<file path="src/rtl/pe_start_fifo_pkg.sv">
// Shared constants and helpers for the pe_start_fifo block.
//   DEFAULT_DATA_WIDTH / DEFAULT_ADDR_WIDTH / DEFAULT_DEPTH : parameter defaults
//   cnt_width(depth) : bits needed to hold an occupancy count of 0..depth
package pe_start_fifo_pkg;

    localparam int DEFAULT_DATA_WIDTH = 1;
    localparam int DEFAULT_ADDR_WIDTH = 1;
    localparam int DEFAULT_DEPTH      = 2;

    // The count must reach DEPTH itself (not DEPTH-1), hence depth+1 states.
    function automatic int cnt_width(input int depth);
        int w;
        w = $clog2(depth + 1);
        return (w < 1) ? 1 : w;
    endfunction

endpackage

</file>
<file path="src/rtl/pe_start_fifo_srl.sv">
// Token storage for pe_start_fifo: a write-enabled shift register with an
// addressed combinational read port. Holds no reset; validity of entries is
// tracked entirely by the controller's occupancy count.
//   clk      : clock
//   shift_en : shift all entries up by one and load din into entry 0
//   din      : token to load
//   addr     : entry to present on dout (entry 0 = newest)
//   dout     : selected entry, combinational
module pe_start_fifo_srl
    import pe_start_fifo_pkg::*;
#(
    parameter int DATA_WIDTH = DEFAULT_DATA_WIDTH,
    parameter int ADDR_WIDTH = DEFAULT_ADDR_WIDTH,
    parameter int DEPTH      = DEFAULT_DEPTH
) (
    input  logic                  clk,
    input  logic                  shift_en,
    input  logic [DATA_WIDTH-1:0] din,
    input  logic [ADDR_WIDTH-1:0] addr,
    output logic [DATA_WIDTH-1:0] dout
);

    logic [DATA_WIDTH-1:0] sr_reg [DEPTH];
    logic [DEPTH-1:0]      hit;

    always_ff @(posedge clk) begin
        if (shift_en) begin
            sr_reg[0] <= din;
            for (int i = 1; i < DEPTH; i++) begin
                sr_reg[i] <= sr_reg[i-1];
            end
        end
    end

    // One-hot address decode; addresses beyond DEPTH-1 select nothing and
    // read as zero (they are never used while the FIFO holds data).
    genvar gi;
    generate
        for (gi = 0; gi < DEPTH; gi++) begin : g_decode
            assign hit[gi] = (addr == ADDR_WIDTH'(gi));
        end
    endgenerate

    always_comb begin
        dout = '0;
        for (int i = 0; i < DEPTH; i++) begin
            if (hit[i]) begin
                dout = sr_reg[i];
            end
        end
    end

endmodule

</file>
<file path="src/rtl/pe_start_fifo.sv">
// Small shift-register FIFO used to pass start tokens between processes.
// Control only: accept logic, occupancy count, registered flags and the read
// address; the storage lives in pe_start_fifo_srl.
//   clk, reset   : clock, synchronous active-high reset
//   if_write_ce, if_write, if_din, if_full_n  : producer side
//   if_read_ce,  if_read,  if_dout, if_empty_n : consumer side
// Tokens become visible one cycle after being written (no fall-through).
module pe_start_fifo
    import pe_start_fifo_pkg::*;
#(
    parameter int DATA_WIDTH = DEFAULT_DATA_WIDTH,
    parameter int ADDR_WIDTH = DEFAULT_ADDR_WIDTH,
    parameter int DEPTH      = DEFAULT_DEPTH
) (
    input  logic                  clk,
    input  logic                  reset,
    input  logic                  if_write_ce,
    input  logic                  if_write,
    input  logic [DATA_WIDTH-1:0] if_din,
    output logic                  if_full_n,
    input  logic                  if_read_ce,
    input  logic                  if_read,
    output logic [DATA_WIDTH-1:0] if_dout,
    output logic                  if_empty_n
);

    localparam int CNT_W = cnt_width(DEPTH);

    logic [CNT_W-1:0]      cnt_reg;
    logic [CNT_W-1:0]      cnt_next;
    logic                  empty_n_reg;
    logic                  full_n_reg;
    logic                  wr;
    logic                  rd;
    logic [ADDR_WIDTH-1:0] rd_addr;

    // Accepts are qualified by the registered flags, so a write into a full
    // FIFO is refused even if a read frees a slot in the same cycle.
    assign wr = if_write & if_write_ce & full_n_reg;
    assign rd = if_read  & if_read_ce  & empty_n_reg;

    always_comb begin
        cnt_next = cnt_reg;
        if (wr && !rd) begin
            cnt_next = cnt_reg + CNT_W'(1);
        end else if (rd && !wr) begin
            cnt_next = cnt_reg - CNT_W'(1);
        end
    end

    always_ff @(posedge clk) begin
        if (reset) begin
            cnt_reg     <= '0;
            empty_n_reg <= 1'b0;
            full_n_reg  <= 1'b1;
        end else begin
            cnt_reg     <= cnt_next;
            empty_n_reg <= (cnt_next != '0);
            full_n_reg  <= (cnt_next != CNT_W'(DEPTH));
        end
    end

    // Newest token sits at entry 0, so the oldest is at entry cnt-1.
    assign rd_addr = (cnt_reg != '0) ? ADDR_WIDTH'(cnt_reg - CNT_W'(1)) : '0;

    pe_start_fifo_srl #(
        .DATA_WIDTH (DATA_WIDTH),
        .ADDR_WIDTH (ADDR_WIDTH),
        .DEPTH      (DEPTH)
    ) u_srl (
        .clk      (clk),
        .shift_en (wr & ~reset),
        .din      (if_din),
        .addr     (rd_addr),
        .dout     (if_dout)
    );

    assign if_full_n  = full_n_reg;
    assign if_empty_n = empty_n_reg;

endmodule

</file>
<file path="config.mk">
export PLATFORM = sky130hd
export DESIGN_NAME = pe_start_fifo
export DESIGN_NICKNAME = d
export VERILOG_FILES = /design/src/rtl/pe_start_fifo_pkg.sv /design/src/rtl/pe_start_fifo_srl.sv /design/src/rtl/pe_start_fifo.sv
export SDC_FILE = /design/constraint.sdc
export NUM_CORES = 1
export LEC_CHECK = 0
export ABC_AREA = 0
export CELL_PAD_IN_SITES_DETAIL_PLACEMENT = 0
export CELL_PAD_IN_SITES_GLOBAL_PLACEMENT = 2
export CORE_AREA = 8 8 45 47
export DETAILED_ROUTE_END_ITERATION = 7
export DIE_AREA = 0 0 53 55
export PLACE_DENSITY = 0.69
export SLEW_MARGIN = 20
export SYNTH_ARGS = -nofsm -noshare
export SYNTH_HDL_FRONTEND = slang
export SYNTH_HIERARCHICAL = 1
export SYNTH_SLANG_ARGS = --single-unit
</file>
<file path="constraint.sdc">
create_clock -name clk -period 3.92 [get_ports clk]
set_input_delay 0.392 -clock clk [delete_from_list [all_inputs] [get_ports clk]]
set_output_delay 0.392 -clock clk [all_outputs]
set_load 0.02 [all_outputs]
</file>
## After elaboration in Yosys (flattened, before gate mapping)

Memories as Yosys holds them, arrays and structs flattened.
Index checks and enable logic that the tools add are counted.
W data, S select, Z words.

- Bits in registers: 4
- Memory bits (writable): 2
- Memories kept: 1

- Bitwise operators: 6
- Add/sub/neg operators: 2
- Reductions and logical operators: 6
- Equality and inequality tests: 1
- Multiplexer cells: 6

Memories:

| memory | depth | bits a word | rd ports | clocked after Yosys merged registers in | write ports | line | RTL |
|---|---|---|---|---|---|---|---|
| u_srl.sr_reg | 2 | 1 | 2 | 0 | 2 | pe_start_fifo_srl.sv:23 | `logic [DATA_WIDTH-1:0] sr_reg [DEPTH];` |

Operators by type and width:

| kind | count |
|---|---|
| $and A1 B1 Y1 | 5 |
| $mux W1 | 4 |
| $mux W2 | 2 |
| $reduce_bool A2 Y1 | 2 |
| $add A2 B1 Y2 const B | 1 |
| $logic_and A1 B1 Y1 | 2 |
| $logic_not A1 Y1 | 2 |
| $ne A2 B2 Y1 const B | 1 |
| $sub A2 B1 Y2 const B | 1 |
| $not A1 Y1 | 1 |

## Depth between registers and ports, before layout

- Depth in word-level cells: 7
- Mapped depth: 5
- Depth with buffers taken out: 5

## By module

Netlist, hierarchy kept.

Modules (own cells, without submodules):

| module | area an instance (µm²) | times used | sequential area each (µm²) | cells an instance |
|---|---|---|---|---|
| pe_start_fifo | 270.3 | 1 | 80.1 | 27 |
| pe_start_fifo_srl | 75.1 | 1 | 60.1 | 3 |

## Worst setup path before layout

OpenSTA, ideal clock, no wires.

- Path type: flip-flop to output port
- Start point: register cnt_reg[0]
- End point: output port if_dout
- Setup slack: 2.506 ns
- Data required time: 3.528 ns
- Stages on the path, launching flop included: 4
- Buffers on the path: 0
- Arrival: 1.022 ns
- Path through: dfxtp_1 -> inv_1 -> ha_1 -> mux2_4

- Cells in the longest elaborated chain, start to end: 3

RTL lines:

| element | line | RTL |
|---|---|---|
| from (decl) | pe_start_fifo.sv:29 | `logic [CNT_W-1:0] cnt_reg;` |
| from (signal assigned) | pe_start_fifo.sv:57 | `cnt_reg <= cnt_next;` |
| $sub A2 B1 Y2 or $reduce_bool A2 Y1 (tied branches) | pe_start_fifo.sv:64 | `assign rd_addr = (cnt_reg != '0) ? ADDR_WIDTH'(cnt_reg - CNT_W'(1)) : '0;` |
| $mux W1 (*) | pe_start_fifo.sv:64 |  |
| via rd_addr | pe_start_fifo.sv:35 | `logic [ADDR_WIDTH-1:0] rd_addr;` |
| $mux W1 (*) | pe_start_fifo_srl.sv:47 | `if (hit[i]) begin` |
| to (decl) | pe_start_fifo.sv:23 | `output logic [DATA_WIDTH-1:0] if_dout,` |

The timed path passes the listed nets; every way through them passes the cells marked *.

## Worst setup path after layout

Ends and elaborated chain as after synthesis.

==> qor.csv <==
stage;metric;value;unit
status;status;finished, final reports clean;
clock_tree;clock transition at the registers of the reported paths;0.05;ns
worst_setup_path;type of origin of the critical path;flop;
worst_setup_path;R2R setup slack;2.41;ns
sta;worst slew pin tran;0.2830;ns
route;Final ANT Viol Nets;0;
route;DR iter-0 viols;4;
clock_tree;number of buffers created by CTS;3;
clock_tree;total setup buffers inserted after CTS;0;
cells_and_area;commonest non-fill, non-tap cell in the layout;clkdlybuf4s50_1;
floorplanning;Std-Cell Rows;14;
sta;Total Negative Setup Slacks;0;ns
sta;Pins Over Slew Limit;0;
cells_and_area;area added between synthesis and finish;36.23;%
clock_tree;TritonCTS clock tree;yes;
hold_path;hold depth;0;
yosys;post-synthesis cell count;30;
floorplanning;Top Ports;10;
sta;Final Cycle Share;0.5608;
yosys;syn avg cell area;11.51;um^2
placement;Port Buf Inserts;9;
worst_setup_path;Register-to-Register Path Depth;5;
sta;RSZ-0062 raised after global routing;false;
route;Pre-Repair DR Iteration Count;2;
yosys;post-synth top area share;0.2319;
sta;worst hold slack;0.4681;ns
placement;setup slack at placement;1.974;ns
power;Worst VDD drop;0.1573;mV
route;via count;272;
worst_setup_path;kind of critical path;reg -> out;
floorplanning;Die H;55;um
cells_and_area;share of layout cells above drive strength 1;0.2143;
cells_and_area;Ant. Diodes;0;
route;Routed WL per cell;11.72;um
clock_tree;Clk Latency, worst-skew pair;0.24;ns
yosys;#FFs+latches synth;6;
floorplanning;DIE WIDTH;53;um
sta;highest clock rate;454.9;MHz
yosys;FFs w/ async S/R, synth;0;
yosys;ys flop type;dfxtp_1;
global_route;first-pass GRT wire length;1.021;mm
cells_and_area;nets@finish;51;
route;residual DRC count;0;
hold_path;hold crit path type;reg -> reg;
sta;final setup vio count;0;
yosys;Syn Nets;38;
job;max-cap violations;0;
route;final WL;680;um
sta;worst rel slew slack;0.8113;
global_route;number of global-route vias before repair;218;
sta;final worst slack;1.722;ns
floorplanning;Die ar.;2915;um^2
route;Vias/cell;4.690;
cells_and_area;Filler Cell Count;140;
global_route;met1 GRT Util;0.05046;
cells_and_area;most frequent cells in the layout;clkdlybuf4s50_1 (9), dfxtp_1 (4), nor2_1 (3), clkbuf_4 (3);
yosys;EDFF count, synth;2;
sta;fin crit period;2.199;ns
yosys;post-synthesis cell area;345.3;um^2
placement;GP Congestion;0.7981;
hold_path;hold path startpoint;u_srl/sr_reg[0][0];
global_route;grt met3 use;0.02139;
yosys;post-synth cell types;23;
global_route;largest net degree at the start of global routing;9;
worst_setup_path;Crit. Startpoint;cnt_reg[0];
global_route;GRT busiest layer;met2;
global_route;grt ovf;0;
floorplanning;Initial Util;0.2495;
sta;endpoints failing hold;0;
worst_setup_path;critical path capture point type;output port;
clock_tree;post-cts hold buffer count;0;
global_route;GRT Total Usage;0.04984;
worst_setup_path;critical path arrival;1.81;ns
clock_tree;Clock Path Buffers;2;
yosys;synth top area cells;dfxtp_1 (23%), edfxtp_1 (17%), nand3b_4 (5.8%), nand3_4 (5.1%), xnor2_2 (4.7%);
worst_setup_path;FF-to-FF End;if_empty_n;
global_route;met2 Resource Use GR;0.07422;
power;Leak Pwr;0.0001743;uW
worst_setup_path;CP max FO;5;
yosys;area leader, netlist;dfxtp_1;
floorplanning;core box area;1384;um^2
yosys;warnings from Yosys;6;
worst_setup_path;Reg-to-Reg Start;cnt_reg[0];
clock_tree;clock sink count;6;
power;PD cells;550.9;nW/um^2
sta;worst clock skew;0.0001290;ns
clock_tree;CTS root buf;clkbuf_4;
yosys;sequential share of the synthesized area;0.4058;
clock_tree;cells resized by post-CTS repair;0;
worst_setup_path;Critical Path RT;3.53;ns
clock_tree;H-tree lvl count;1;
global_route;initial antenna violation count;0;
hold_path;Hold EP;u_srl/sr_reg[0][1];
==> layer usage <==
layer / routed length (um) / vias up
met5: 0 / -
met4: 17 / 0
met3: 50 / 2
met2: 352 / 8
met1: 260 / 127
li1: - / 135
==> final cells by class <==
class                           count  area [um^2]  area share
Multi-Input combinational cell     22        190.2      0.4043
Timing Repair Buffer                9        90.09      0.1915
Clock buffer                        4        26.28     0.05585
Inverter                            1        3.754    0.007979
Sequential cell                     6        140.1      0.2979
Tap cell                           16        20.02     0.04255
==> worst max-delay path: stages, from the launching register on <==
cell	delay (ns)
dfxtp_1	0.40
inv_1	0.11
ha_1	0.22
mux2_4	0.30
clkdlybuf4s50_1	0.53
==> metrics by stage <==
step | instances | util | area, um^2 | total power [uW]
floorplan | 30 | - | 345.3 | 166.8
global placement | 54 | 0.3210 | 444.2 | 196.2
detailed placement | 54 | 0.3210 | 444.2 | 197.9
CTS | 58 | 0.3400 | 470.5 | 262.2
global route | 58 | 0.3400 | 470.5 | 277.2
finish | 58 | 0.3400 | 470.5 | 259.1
==> cells in the mapped netlist, types with 2 or more instances <==
library cell	count
dfxtp_1	4
nor2_1	3
edfxtp_1	2
nor3_1	2
==> worst max-delay path by stage <==
stage                    to  cells past startpoint  slack (ns)
global placement    if_dout                      4        1.98
global route        if_dout                      4        1.65
floorplan           if_dout                      3        2.51
finish              if_dout                      4        1.72
CTS                 if_dout                      4        1.71
detailed placement  if_dout                      4        1.97
==> logic make-up after synthesis <==
| family | count (synthesis) | synth area share |
|---|---|---|
| AO/OA/AOI/OAI | 7 | 0.1558 |
| XOR/XNOR | 2 | 0.07248 |
| adder cells (fa/ha/maj) | 1 | 0.03623 |
| buffers and inverters | 2 | 0.04347 |
| flip-flops | 6 | 0.4058 |
| multiplexers | 1 | 0.04347 |
| AND/OR/NAND/NOR | 11 | 0.2428 |
==> where the power goes <==
part / leakage, uW / total, uW / switching (uW) / internal [uW]
logic: 0.000108 / 103 / 47.2 / 56.2
clock network: 0.0000150 / 62.9 / 24.3 / 38.7
registers: 0.0000514 / 92.9 / 15.3 / 77.6
No activity file was read; power rests on OpenSTA's default activity.
